===== config.mk =====
export PLATFORM = sky130hd
export DESIGN_NAME = uart_tx_mmio
export DESIGN_NICKNAME = d
export VERILOG_FILES = /design/src/rtl/uart_tx_mmio.sv
export SDC_FILE = /design/constraint.sdc
export NUM_CORES = 1
export LEC_CHECK = 0
export ABC_AREA = 1
export BUFFER_PORTS_ARGS = -buffer_cell sky130_fd_sc_hd__buf_2
export CAP_MARGIN = 10
export CORE_MARGIN = 5
export CORE_UTILIZATION = 30
export CTS_CLUSTER_DIAMETER = 80
export DETAILED_ROUTE_END_ITERATION = 10
export GPL_ROUTABILITY_DRIVEN = 0
export PLACE_DENSITY = 0.56
export SLEW_MARGIN = 5
export SYNTH_ARGS = -nofsm -noshare
export SYNTH_HDL_FRONTEND = slang
export SYNTH_SLANG_ARGS = --single-unit

===== constraint.sdc =====
create_clock -name clk -period 6.85 [get_ports clk]
set_input_delay 1.7125 -clock clk [delete_from_list [all_inputs] [get_ports clk]]
set_output_delay 1.7125 -clock clk [all_outputs]
set_load 0.02 [all_outputs]

===== src/rtl/uart_tx_mmio.sv =====
// uart_tx_mmio: memory-mapped 8N1 transmitter with a transmit FIFO.
// TXDATA at +0x0 queues bytes, STATUS at +0x4 reports FIFO/line state.
module uart_tx_mmio #(
  parameter int unsigned CLK_FREQ   = 50_000_000,
  parameter int unsigned BAUD_RATE  = 115_200,
  parameter logic [31:0] BASE_ADDR  = 32'h0000_1000,
  parameter int unsigned FIFO_DEPTH = 8
) (
  input  logic        clk,
  input  logic        rst,
  input  logic        rd_en_i,
  input  logic        wr_en_i,
  input  logic [31:0] addr_i,
  input  logic [31:0] data_i,
  output logic [31:0] data_o,
  output logic        ack_o,
  output logic        tx_o
);
  localparam int unsigned CPB   = CLK_FREQ / BAUD_RATE;
  localparam int unsigned CNT_W = (CPB > 2) ? $clog2(CPB) : 1;
  localparam int unsigned PTR_W = $clog2(FIFO_DEPTH);
  localparam int unsigned LEN_W = PTR_W + 1;
  localparam logic [CNT_W-1:0] BIT_LAST = CNT_W'(CPB - 1);
  localparam logic [LEN_W-1:0] DEPTH    = LEN_W'(FIFO_DEPTH);

  typedef enum logic [1:0] {IDLE, START, DATA, STOP} state_e;

  state_e           state_q, state_d;
  logic [CNT_W-1:0] cnt_q, cnt_d;
  logic [2:0]       idx_q, idx_d;
  logic [7:0]       shift_q, shift_d;
  logic             tx_q, tx_d;

  logic [7:0]       mem_q [FIFO_DEPTH];
  logic [PTR_W-1:0] wr_ptr_q, rd_ptr_q;
  logic [LEN_W-1:0] count_q;
  logic             ovf_q, ack_q;
  logic [31:0]      data_q;

  logic        hit, wr_acc, rd_acc, sel_stat;
  logic        full, empty, push, pop;
  logic [7:0]  cnt8;
  logic [31:0] status;
  logic        unused_bits;

  assign unused_bits = ^{data_i[31:8], addr_i[1:0]};

  // Bus decode: a write wins when both strobes are high.
  assign hit      = (rd_en_i | wr_en_i) &&
                    (addr_i[31:3] == BASE_ADDR[31:3]);
  assign wr_acc   = hit & wr_en_i;
  assign rd_acc   = hit & ~wr_en_i;
  assign sel_stat = addr_i[2];

  assign full  = (count_q == DEPTH);
  assign empty = (count_q == '0);
  assign push  = wr_acc & ~sel_stat & ~full;

  assign cnt8   = 8'(count_q);
  assign status = {16'h0, cnt8, 4'h0, ovf_q, empty, full,
                   state_q != IDLE};

  // FIFO storage; reset only needs to clear the pointers.
  always_ff @(posedge clk) begin
    if (push) mem_q[wr_ptr_q] <= data_i[7:0];
  end

  // FIFO pointers and occupancy.
  always_ff @(posedge clk) begin
    if (rst) begin
      wr_ptr_q <= '0;
      rd_ptr_q <= '0;
      count_q  <= '0;
    end else begin
      if (push) wr_ptr_q <= wr_ptr_q + PTR_W'(1);
      if (pop)  rd_ptr_q <= rd_ptr_q + PTR_W'(1);
      count_q <= count_q + LEN_W'(push) - LEN_W'(pop);
    end
  end

  // Bus response, read data capture and sticky overflow.
  always_ff @(posedge clk) begin
    if (rst) begin
      ack_q  <= 1'b0;
      data_q <= '0;
      ovf_q  <= 1'b0;
    end else begin
      ack_q <= hit;
      if (rd_acc) data_q <= sel_stat ? status : 32'h0;
      if (wr_acc & ~sel_stat & full) ovf_q <= 1'b1;
      else if (rd_acc & sel_stat)    ovf_q <= 1'b0;
    end
  end

  // FSM state register, baud/bit counters and registered line.
  always_ff @(posedge clk) begin
    if (rst) begin
      state_q <= IDLE;
      cnt_q   <= '0;
      idx_q   <= '0;
      shift_q <= '0;
      tx_q    <= 1'b1;
    end else begin
      state_q <= state_d;
      cnt_q   <= cnt_d;
      idx_q   <= idx_d;
      shift_q <= shift_d;
      tx_q    <= tx_d;
    end
  end

  // FSM next state: pop in IDLE, then start/8 data/stop bit times.
  always_comb begin
    state_d = state_q;
    cnt_d   = cnt_q;
    idx_d   = idx_q;
    shift_d = shift_q;
    pop     = 1'b0;
    unique case (state_q)
      IDLE: begin
        if (!empty) begin
          pop     = 1'b1;
          shift_d = mem_q[rd_ptr_q];
          cnt_d   = '0;
          state_d = START;
        end
      end
      START: begin
        if (cnt_q == BIT_LAST) begin
          cnt_d   = '0;
          idx_d   = '0;
          state_d = DATA;
        end else begin
          cnt_d = cnt_q + 1'b1;
        end
      end
      DATA: begin
        if (cnt_q == BIT_LAST) begin
          cnt_d   = '0;
          shift_d = {1'b0, shift_q[7:1]};
          if (idx_q == 3'd7) state_d = STOP;
          else               idx_d   = idx_q + 1'b1;
        end else begin
          cnt_d = cnt_q + 1'b1;
        end
      end
      STOP: begin
        if (cnt_q == BIT_LAST) begin
          cnt_d   = '0;
          state_d = IDLE;
        end else begin
          cnt_d = cnt_q + 1'b1;
        end
      end
      default: state_d = IDLE;
    endcase
  end

  // FSM output: line level for the upcoming state, so tx_o is a flop.
  always_comb begin
    tx_d = 1'b1;
    unique case (state_d)
      START:   tx_d = 1'b0;
      DATA:    tx_d = shift_d[0];
      default: tx_d = 1'b1;
    endcase
  end

  assign data_o = data_q;
  assign ack_o  = ack_q;
  assign tx_o   = tx_q;
endmodule


# Word level (Yosys, flattened, before mapping)
# Memory sizes are Yosys's and may differ from the RTL's. A register that Yosys moved wholly into a read port is not among the register bits.
# Index checks and enable logic that the tools add are counted.
# Widths: inputs -> output; s select.
# word_totals
inputBits	68
ff_bits	67
ram_bits	64
output_inout_bits	34
memories	1
# classes
n_reduce_logical	10
bitwise_logic	10
eq_ne	13
addsub	6
mux	26
# memory_table
memory	depth	word_bits	rd	rd_ports_with_merged_regs	wr	line	rtl
mem_q	8	8	1	1	1	34	logic [7:0] mem_q [FIFO_DEPTH];
# ops
operator	count
$eq 29x10->1 const B	1
$mux 9	2
$pmux 9 s2	1
$mux 8	2
$pmux 8 s2	1
$mux 3	5
$mux 12	1
$mux 2	5
$add 3x1->3 const B	3
$add 9x1->9 const B	1
$eq 9x9->1 const B	1
$ne 2x2->1 const B	4
$pmux 2 s4	1
$reduce_bool 2->1	4
$and 1x1->1	6
$eq 2x2->1 const B	3
$mux 1	6
$pmux 3 s2	1
$add 4x1->4	1
$eq 2x1->1 const B	2
$eq 4x4->1 const B	1
$logic_not 4->1	1
$reduce_and 4->1	1
$sub 4x1->4	1
other kinds (8)	10

# Longest topological paths before layout
# logic_depth
depth_word	7
ltp_mapped	14
depth_no_buf	14

# Worst setup path after synthesis
# OpenSTA, ideal clock, no wires.
# synth_timing
kind	input port to flip-flop
startpoint	input addr_i[30]
endpoint	register count_q[2]
arrival_ns	3.385
path_stages	12
setup_ns	0.128
path_slack_ns	3.337
t_required_ns	6.722
path_cell_list	nor2_1 nand2_1 nor2_2 nand2_2 nor2_8 nand3_4 ha_1 inv_1 ha_1 fa_1 xnor2_1 nor2_1
# synth_via
elab_chain_cells	7
# synth_rtl
element	line	rtl
start, declared	13	input logic [31:0] addr_i,
$eq 29x10->1	50	(addr_i[31:3] == BASE_ADDR[31:3]);
$logic_and 1x1->1	49	assign hit = (rd_en_i | wr_en_i) &&
$and 1x1->1	51	assign wr_acc = hit & wr_en_i;
$and 1x1->1 (2 in series)	57	assign push = wr_acc & ~sel_stat & ~full;
$add 4x1->4	77	count_q <= count_q + LEN_W'(push) - LEN_W'(pop);
$sub 4x1->4	77	
end signal, assigned	77	
end, declared	36	logic [LEN_W-1:0] count_q;
# Every way passes these cells.
# A chain may end at the register's enable or synchronous reset.

# Worst setup path in the final report
# layout_timing
startpoint	input addr_i[30]
endpoint	memory mem_q[1][7] (enable)
# layout_via
elab_chain_cells	7
# layout_rtl
element	line	rtl
$eq 29x10->1	50	
$logic_and 1x1->1	49	
$and 1x1->1	51	
$and 1x1->1 (2 in series)	57	
$mux 1	65	if (push) mem_q[wr_ptr_q] <= data_i[7:0];
$mux 1 (not written as such)	65	
end, declared	34	
# Every way passes these cells.

==> impl_metrics.ini <==
[global_routing]
gr-total-overflow = 0
antenna_found_initial = 0
grt_pass1_vias = 3524
track_usage_pct = 10.9
grt_max_degree = 34
grt_pass1_wl_mm = 17.2

[synthesis]
ys_types = 37
yosys-top-cells-area = edfxtp_1 (38%), dfxtp_1 (18%), nor2_1 (8.0%)
synth_top_area_share_pct = 38.2
synth_cells = 537
synth.avg_cell_area_um2 = 9.36
yosysWarnings = 0
synth_area_leader_cell = edfxtp_1
ys_seq_area_share_pct = 56.5
syn_area_um2 = 5030
synth-seq-cells = 110

[floorplan]
rows = 47
ioPinCount = 102
core-area_um2 = 16500
start_util_pct = 30.4
die_w_um = 139
die-area_um2 = 19500
die_h_um = 139

[clocking]
cts_hold_buf = 0
cts.sinks = 110
htreeDepth = 3
clk_latency_ps = 350
clk_pin_slew_ps = 80
post_cts_buffers = 0
ctsResizeCount = 0
cts_tree = done
numCtsBuffers = 9
cts_root_buffer = clkbuf_16
clock_path_buffers = 2

[worst_setup_path]
required_ps = 6820
worst_setup_path_start_kind = input port
cp-end-kind = register
criticalPathCategory = input port to register
cp_max_fo = 8
crit_arrival_ps = 3400

[sta]
slew_viol_final = 0
fmax_mhz = 291
timing.hold.ws_ps = 464
period_share_pct = 50.1
tightestPinTransition_ps = 1130
grt_setup_unrepaired = false
fin_skew_ps = 12.2
slew_headroom_pct = 24.5
setup_viol = 0
finalHoldViolations = 0
period_minus_slack_ps = 3430
fin_tns_setup_ps = 0

[final_layout]
diodes = 0
final_cell_mix = nor2_1 (107), nand2_1 (67), edfxtp_1 (64), buf_2 (51), o21ai_0 (47)
num-fill-cells = 1683
nNetsFinal = 664
syn2layout_area_growth_pct = 13.2
drive_gt1_share_pct = 16.8
layout_commonest_cell = nor2_1

[run]
cap_violations = 0

[detailed_routing]
drc = 0
ant_nets = 0
wl_per_cell_um = 12.7
vias_per_cell = 4.46
drt-total-wl_mm = 10.3
drt_first_pass_iters = 4
routed-via-count = 3602
first_iter_violations = 150

[placed_design]
io_buffers = 51
dp.final_hpwl_mm = 7.01

[pwr]
total_leakage_power_nw = 2.26
ir_drop_uv = 147
powerDensity_nw_per_um2 = 317

[run_status]
outcome = finished clean

[min_path]
hold_class = register to register
## worst paths after layout
| check | start | end | slack, ps | depth (start not counted) |
|---|---|---|---|---|
| setup / recovery | addr_i[30] | mem_q[1][7] | 3420 | 10 |
| hold / removal | data_o[2] | data_o[2] | 460 | 2 |
| setup reg to reg | register | tx_o | 3970 | 7 |
| hold reg to reg | data_o[2] | data_o[2] | 460 | 2 |
## area by class of cell
type | instances | area (um2) | area share [%]
Multi-Input combinational cell | 361 | 1830 | 32.2
Clock inverter | 7 | 68.8 | 1.21
Sequential cell | 110 | 2840 | 49.9
Timing Repair Buffer | 52 | 263 | 4.61
Tap cell | 220 | 275 | 4.83
Clock buffer | 9 | 225 | 3.96
Inverter | 49 | 186 | 3.27
## power breakdown
part           internal [W]  total (W)  switching [W]
sequential         0.000750   0.000811      0.0000604
combinational      0.000165   0.000482       0.000318
clock              0.000257   0.000510       0.000252
## registers in the layout (all words and copies together) (netlist names), named ones only
register	count
ack_o	1
cnt_q	9
count_q	4
data_o	8
idx_q	3
mem_q	64
ovf_q	1
rd_ptr_q	3
shift_q	8
state_q	2
tx_o	1
wr_ptr_q	3
## logic make-up after synthesis
family,Yosys count,share of synthesized area (%)
flip-flops,110,56.5
AND/OR/NAND/NOR,223,20.2
adder cells (fa/ha/maj),13,3.38
AO/OA/AOI/OAI,99,10.7
other,1,0.0746
buffers and inverters,89,8.73
XOR/XNOR,2,0.348
## per-layer routing
| metal | wire (um) | GRT usage [%] | up-vias |
|---|---|---|---|
| met1 | 4490 | 13.0 | 1695 |
| met3 | 365 | 2.02 | 9 |
| met2 | 5280 | 19.3 | 59 |
| met4 | 147 | 4.69 | 0 |
| li1 | - | - | 1839 |
| met5 | 0 | 0 | - |
## critical path: stages
cell and delay, ps:
buf_2 100, nor2_1 100, nand2_1 70, nor2_2 110
nand2_2 110, nor2_8 180, nand3_4 110, inv_2 100
nand2_2 80, nor2_1 720
## synthesized netlist by cell type
library cell / number
nor2_1: 107
nand2_1: 67
edfxtp_1: 64
o21ai_0: 47
dfxtp_1: 46
inv_1: 42
a21oi_1: 25
buf_4: 25
nand3_1: 19
ha_1: 12
o22ai_1: 11
clkbuf_1: 8
buf_2: 7
nor2_2: 7
o211ai_1: 7
inv_2: 6
nand2_2: 6
o21ai_1: 4
nand4_1: 3
nor3_2: 3
a211oi_1: 2
and3_1: 2
nand2_4: 2
nor2_8: 2
a21o_1: 1
a21oi_2: 1
conb_1: 1
fa_1: 1
inv_4: 1
nand2_8: 1
nand3_4: 1
nor3_1: 1
nor4_2: 1
o21bai_1: 1
or2_2: 1
xnor2_1: 1
xor2_1: 1
## metrics by stage
step | util (%) | worst slack (ps) | total power, W | cells | instance area [um2]
floorplan | - | 3340 | 0.00120 | 560 | 5110
global placement | 32.7 | 3030 | 0.00130 | 792 | 5400
detailed placement | 32.7 | 2970 | 0.00131 | 792 | 5400
CTS | 34.5 | 3350 | 0.00183 | 808 | 5690
global route | 34.5 | 3220 | 0.00194 | 808 | 5690
finish | 34.5 | 3420 | 0.00180 | 808 | 5690
Note: power is estimated with default switching activity, not from simulation.
